**src/rtl/button_debouncer_pkg.sv**
```systemverilog
// Shared bring-up definitions: debouncer state encoding and default timing constants.
package button_debouncer_pkg;

  typedef enum logic [1:0] {
    RELEASED,
    CHECK_PRESS,
    PRESSED,
    CHECK_RELEASE
  } deb_state_t;

  localparam int DEFAULT_DEBOUNCE_CYCLES   = 1000;
  localparam int DEFAULT_LONG_PRESS_CYCLES = 50000;

endpackage

```
**src/rtl/button_debouncer_sync_2ff.sv**
```systemverilog
// Generic two-flop synchronizer; the reset value lets the caller pick the idle level of the line.
module button_debouncer_sync_2ff #(
  parameter logic RESET_VALUE = 1'b0
) (
  input  logic clk,
  input  logic reset,
  input  logic d,
  output logic q
);

  logic meta;

  // Two back-to-back flops give the first stage a full cycle to settle out of metastability.
  always_ff @(posedge clk or negedge reset) begin
    if (!reset) begin
      meta <= RESET_VALUE;
      q    <= RESET_VALUE;
    end else begin
      meta <= d;
      q    <= meta;
    end
  end

endmodule

```
**src/rtl/button_debouncer.sv**
```systemverilog
// Push-button conditioner: synchronizes the raw pin, debounces it, and produces a clean level,
// one-cycle press/release/long-press events and a blink enable toggled by short presses.
module button_debouncer
  import button_debouncer_pkg::*;
#(
  parameter int DEBOUNCE_CYCLES   = DEFAULT_DEBOUNCE_CYCLES,
  parameter int LONG_PRESS_CYCLES = DEFAULT_LONG_PRESS_CYCLES,
  parameter bit BTN_ACTIVE_LOW    = 1'b1
) (
  input  logic clk,
  input  logic reset,
  input  logic btn_in,
  output logic btn_level,
  output logic press_pulse,
  output logic release_pulse,
  output logic long_press_pulse,
  output logic blink_enable
);

  localparam int CNT_W  = $clog2(DEBOUNCE_CYCLES + 1);
  localparam int HOLD_W = $clog2(LONG_PRESS_CYCLES + 1);

  localparam logic [CNT_W-1:0]  CNT_ONE   = CNT_W'(1);
  localparam logic [CNT_W-1:0]  CNT_LAST  = CNT_W'(DEBOUNCE_CYCLES - 1);
  localparam logic [CNT_W-1:0]  CNT_MAX   = CNT_W'(DEBOUNCE_CYCLES);
  localparam logic [HOLD_W-1:0] HOLD_ONE  = HOLD_W'(1);
  localparam logic [HOLD_W-1:0] HOLD_LAST = HOLD_W'(LONG_PRESS_CYCLES - 1);
  localparam logic [HOLD_W-1:0] HOLD_MAX  = HOLD_W'(LONG_PRESS_CYCLES);

  // The synchronizer idles at the not-pressed pin level so reset never looks like a press.
  localparam logic IDLE_LEVEL = BTN_ACTIVE_LOW ? 1'b1 : 1'b0;

  logic sync_q;
  logic p;

  deb_state_t        state, state_next;
  logic [CNT_W-1:0]  cnt, cnt_next;
  logic [HOLD_W-1:0] hold, hold_next;
  logic              long_fired, long_fired_next;
  logic              level_next;
  logic              press_next, release_next, long_next;
  logic              blink_next;

  button_debouncer_sync_2ff #(
    .RESET_VALUE(IDLE_LEVEL)
  ) u_sync (
    .clk   (clk),
    .reset (reset),
    .d     (btn_in),
    .q     (sync_q)
  );

  assign p = BTN_ACTIVE_LOW ? ~sync_q : sync_q;

  // Registers for the FSM, its counters, and every output so pulses are glitch-free.
  always_ff @(posedge clk or negedge reset) begin
    if (!reset) begin
      state            <= RELEASED;
      cnt              <= '0;
      hold             <= '0;
      long_fired       <= 1'b0;
      btn_level        <= 1'b0;
      press_pulse      <= 1'b0;
      release_pulse    <= 1'b0;
      long_press_pulse <= 1'b0;
      blink_enable     <= 1'b0;
    end else begin
      state            <= state_next;
      cnt              <= cnt_next;
      hold             <= hold_next;
      long_fired       <= long_fired_next;
      btn_level        <= level_next;
      press_pulse      <= press_next;
      release_pulse    <= release_next;
      long_press_pulse <= long_next;
      blink_enable     <= blink_next;
    end
  end

  // Next-state logic: qualify level changes, run the hold timer while pressed, decide the blink toggle.
  always_comb begin
    state_next      = state;
    cnt_next        = cnt;
    hold_next       = hold;
    long_fired_next = long_fired;
    level_next      = btn_level;
    press_next      = 1'b0;
    release_next    = 1'b0;
    long_next       = 1'b0;
    blink_next      = blink_enable;

    case (state)
      RELEASED: begin
        if (p) begin
          state_next = CHECK_PRESS;
          cnt_next   = CNT_ONE;
        end
      end

      CHECK_PRESS: begin
        if (!p) begin
          state_next = RELEASED;
          cnt_next   = '0;
        end else if (cnt == CNT_LAST) begin
          state_next = PRESSED;
          cnt_next   = '0;
          hold_next  = '0;
          level_next = 1'b1;
          press_next = 1'b1;
        end else if (cnt != CNT_MAX) begin
          cnt_next = cnt + CNT_ONE;
        end
      end

      PRESSED: begin
        if (!p) begin
          state_next = CHECK_RELEASE;
          cnt_next   = CNT_ONE;
        end else if (hold != HOLD_MAX) begin
          hold_next = hold + HOLD_ONE;
          if (hold == HOLD_LAST && !long_fired) begin
            long_next       = 1'b1;
            blink_next      = 1'b0;
            long_fired_next = 1'b1;
          end
        end
      end

      CHECK_RELEASE: begin
        if (p) begin
          state_next = PRESSED;
          cnt_next   = '0;
        end else if (cnt == CNT_LAST) begin
          state_next      = RELEASED;
          cnt_next        = '0;
          level_next      = 1'b0;
          release_next    = 1'b1;
          long_fired_next = 1'b0;
          if (!long_fired) begin
            blink_next = ~blink_enable;
          end
        end else if (cnt != CNT_MAX) begin
          cnt_next = cnt + CNT_ONE;
        end
      end

      default: begin
        state_next = RELEASED;
        cnt_next   = '0;
      end
    endcase
  end

endmodule
```
**config.mk**
```make
export PLATFORM = sky130hd
export DESIGN_NAME = button_debouncer
export DESIGN_NICKNAME = d
export VERILOG_FILES = /design/src/rtl/button_debouncer_pkg.sv /design/src/rtl/button_debouncer_sync_2ff.sv /design/src/rtl/button_debouncer.sv
export SDC_FILE = /design/constraint.sdc
export NUM_CORES = 1
export LEC_CHECK = 0
export ABC_CLOCK_PERIOD_IN_PS = 2600
export BUFFER_PORTS_ARGS = -buffer_cell sky130_fd_sc_hd__buf_2
export CAP_MARGIN = 30
export CORE_AREA = 2 2 75 77
export DETAILED_ROUTE_END_ITERATION = 7
export DIE_AREA = 0 0 77 79
export GPL_TIMING_DRIVEN = 0
export PLACE_DENSITY = 0.52
export SETUP_SLACK_MARGIN = 0.5
export SLEW_MARGIN = 20
export SYNTH_ARGS = -nofsm -noshare
export SYNTH_HDL_FRONTEND = slang
export SYNTH_SLANG_ARGS = --single-unit
```
**constraint.sdc**
```tcl
create_clock -name clk -period 2.6 [get_ports clk]
set_input_delay 0.13 -clock clk [delete_from_list [all_inputs] [get_ports clk]]
set_output_delay 0.13 -clock clk [all_outputs]
set_load 0.03 [all_outputs]
```
==> metrics.md <==
| Metric | Value |
|---|---|
| Portion of netlist area occupied by mux cells | around 1.1% |
| Status | complete, no violations |
| CP max stage delay | roughly 0.48 ns |
| Pre-CTS worst setup slack | 0.2516 ns |
| Total number of vias | roughly 1600 |
| Die area | ~0.006 mm2 |
| Filler cells | approximately 530 |
| Final nets | between 200 and 250 |
| Setup tns final | 0 ns |
| FF-to-FF path depth | 6 |
| Clock transition at path regs | about 0.08 ns |
| Synth Instances | slightly above 200 |
| Skew final | roughly 0.011 ns |
| Die Ht | a little under 80 um |
| Effective utilization at floorplan | a little under two fifths |
| GRT Resource Usage Total | 16.45% |
| DRC | 0 |
| Die width | about 77 um |
| Vias per inst | 5.424 |
| CP arrival | between 2 and 2.5 ns |
| DP HPWL | slightly below 3000 um |
| Floorplan core area | approximately 0.0053 mm2 |
| Layout Cells excl Fill | 304 |
| DRT Pass-1 Iters | 4 |
| Maximum clock frequency | 500.7 MHz |
| Clock Latency Late Sink | about 0.3 ns |
| Worst-Margin Slew | ~0.76 ns |
| Clock Sinks | 36 |
| RSZ-0062 raised after global routing | false |
| Register area share after synthesis | 44.79% |
| VDD IR-drop max | 0.3572 mV |
| Setup crit end kind | flip-flop |
| Number of library cell types mapped by synthesis | 51 |
| I/O pins | 8 |
| Tcrit/Tclk final | 76.81% |
| R2r endpoint | hold[11]$_DFFE_PN0P_ |
| Max Buffers Root-to-Sink | 2 |
| Post-route setup slack | roughly 0.60 ns |
| Worst path depth | 6 |
| GP Congestion | 0.8339 |
| YS warnings | 0 |
| Share of flip-flops with an asynchronous set or reset | 100.0% |
| Compound-Gate Fraction of Synth Area | 19.04% |
| WS Path Type | reg2reg |
| Initial antenna violation count | 0 |
| P_leak | about 1.1 nW |
| Most common cell after layout, fill and taps aside | dfrtp_1 |
| Max Cap Viol | 0 |
| HP Class | in2async |
| Largest family of logic cells by synthesized area | simple AND/OR/NAND/NOR gates |
| Synth Area in Adders | under 10% |
| Crit path max-delay cell type | or3_2 |
| Startpoint Class | flip-flop |
| Reg-to-reg setup timing slack | between 0.6 and 0.7 ns |
| Worst Path Buf+Inv | 0 |
| Worst EP required | 2.82 ns |
| Mean Syn Cell Area | ~10 um2 |
| Root Buffer | clkbuf_8 |
| Post-DR wirelength/cell | roughly 15 um |
| Syn-to-layout area delta | 20.66% |
| Grt total ovfl | 0 |
| Largest net degree at the start of global routing | 37 |
| IO Port Bufs | 7 |
| N_diodes | 0 |
| EDFF count, synth | 0 |
| Critical-path cell list | ha_4, nand3_2, o31ai_4, o211ai_2, or3_2, a21oi_1 |
| Top_reg_cell synth | dfrtp_1 |
| Fin Hold WS | 0.3200 ns |
| Vias in the first global route | ~1600 |
| Fin util | between 40% and 50% |
| R2r startpoint | cnt[1]$_DFFE_PN0P_ |
| Xor/xnor share of the synthesized area | 1.737% |
| Crit Path Max Fanout | 5 |
| Share of cells above drive strength 1 | around a quarter |
| First-pass GRT wire length | about 8000 um |
| Slew margin rel. | approximately 49% |
| Synth Register Bits | 36 |
| Placed cells | roughly 290 |
| Simple-gate share of the synthesized area | between 20 and 30% |
| CTS H-Tree Depth | 2 |
| Minimum clock period | around 2 ns |
| Cell Area, Synth | 0.002017 mm2 |
| Cell Pwr Density | ~500 mW/mm2 |
| DRT antenna net count | 0 |
| Slew Viols, Final | 0 |
| Most frequent cells in the layout | dfrtp_1, o21ai_0, nand3_1, nand2_1, a21oi_1 |
| Core Rows | 27 |
| Final WL | 4566 um |
| Crit path max-delay family | compound AO/OA/AOI/OAI gates |
| Hold violation count in the final report | 0 |
| TritonCTS Buffers | 5 |
| CTS tree | built |
| Initial drt markers | between 60 and 70 |
| Synth Net Count | 214 |
| Setup violators final | 0 |
[report_power, final]
part / total [mW] / switching [mW] / internal [mW] / leakage, nW
Combinational: 0.0861 / 0.0523 / 0.0338 / 0.521
Clock: 0.552 / 0.213 / 0.339 / 0.0645
Sequential: 0.573 / 0.00533 / 0.567 / 0.488
[cell families (layout without fill, tap and decap cells)]
family	count (synthesis)	after routing
simple gates	88	88
fa+ha+maj	4	4
xor+xnor	4	4
compound gates	58	59
mux	2	2
buf+inv	15	39
flops	36	36
[repair_timing]
action,4_1_cts,5_1_grt
gates resized for setup,5,6
endpoints found under the hold margin,35,0
setup endpoints to repair,20,13
buffers inserted,3,3
pin swaps,3,2
hold buffers,2,0
gates cloned,1,0
[layer usage]
metal  vias up  share of wire, %  track usage, %
met4         0               2.1           6.964
met2        30                48           26.93
met5         -                 0               0
li1        809                 -               -
met3        10               2.8           3.182
met1       800                47           21.39
[worst max path at each step]
stage,from,endpoint,slack (ns)
final,cnt[1]$_DFFE_PN0P_,hold[11]$_DFFE_PN0P_,0.60
after CTS,state[0]$_DFFE_PN0P_,hold[11]$_DFFE_PN0P_,0.53
after global routing,cnt[3]$_DFFE_PN0P_,hold[12]$_DFFE_PN0P_,0.50
after detailed placement,cnt[0]$_DFFE_PN0P_,hold[13]$_DFFE_PN0P_,0.25
after global placement,cnt[0]$_DFFE_PN0P_,hold[13]$_DFFE_PN0P_,0.26
after floorplan,cnt[0]$_DFFE_PN0P_,hold[15]$_DFFE_PN0P_,0.67
[registers in the layout (all words and copies together) (netlist names), named ones only]
signal,cells
blink_enable,1
btn_level,1
cnt,10
hold,16
long_fired,1
long_press_pulse,1
press_pulse,1
release_pulse,1
state,1
u_sync.meta,1
u_sync.q,1
[stage by stage]
step,power [mW],cell area (um2)
floorplan,0.6230,2017
global placement,0.6483,2142
finish,1.211,2434
CTS,1.222,2349
detailed placement,0.6487,2142
global route,1.259,2434
[cell usage after synthesis (all sizes together), types with 3 or more instances]
| library cell | instances | area, um2 |
|---|---|---|
| a21oi | 15 | 78.83 |
| a22o | 3 | 26.28 |
| and2 | 3 | 18.77 |
| and3 | 7 | 43.79 |
| buf | 7 | 52.54 |
| dfrtp | 34 | 850.8 |
| ha | 4 | 50.05 |
| inv | 8 | 30.03 |
| nand2 | 15 | 56.30 |
| nand3 | 16 | 80.08 |
| nor2 | 9 | 33.78 |
| nor2b | 5 | 31.28 |
| nor3 | 3 | 15.01 |
| o21ai | 24 | 120.1 |
| o31ai | 5 | 51.30 |
| or3 | 12 | 81.33 |
| or4 | 3 | 22.52 |
| xor2 | 3 | 26.28 |
[cell type report]
cell class / count / area (um2) / share of cell area [%]
multi-input combinational: 157 / 1101 / 45.24
tap: 72 / 90.09 / 3.702
inverter: 8 / 30.03 / 1.234
buffer: 7 / 52.55 / 2.159
timing repair buffer: 16 / 127.6 / 5.244
clock buffer: 7 / 96.34 / 3.959
clock inverter: 1 / 30.03 / 1.234
sequential: 36 / 905.9 / 37.22
No activity file was read; power rests on OpenSTA's default activity.
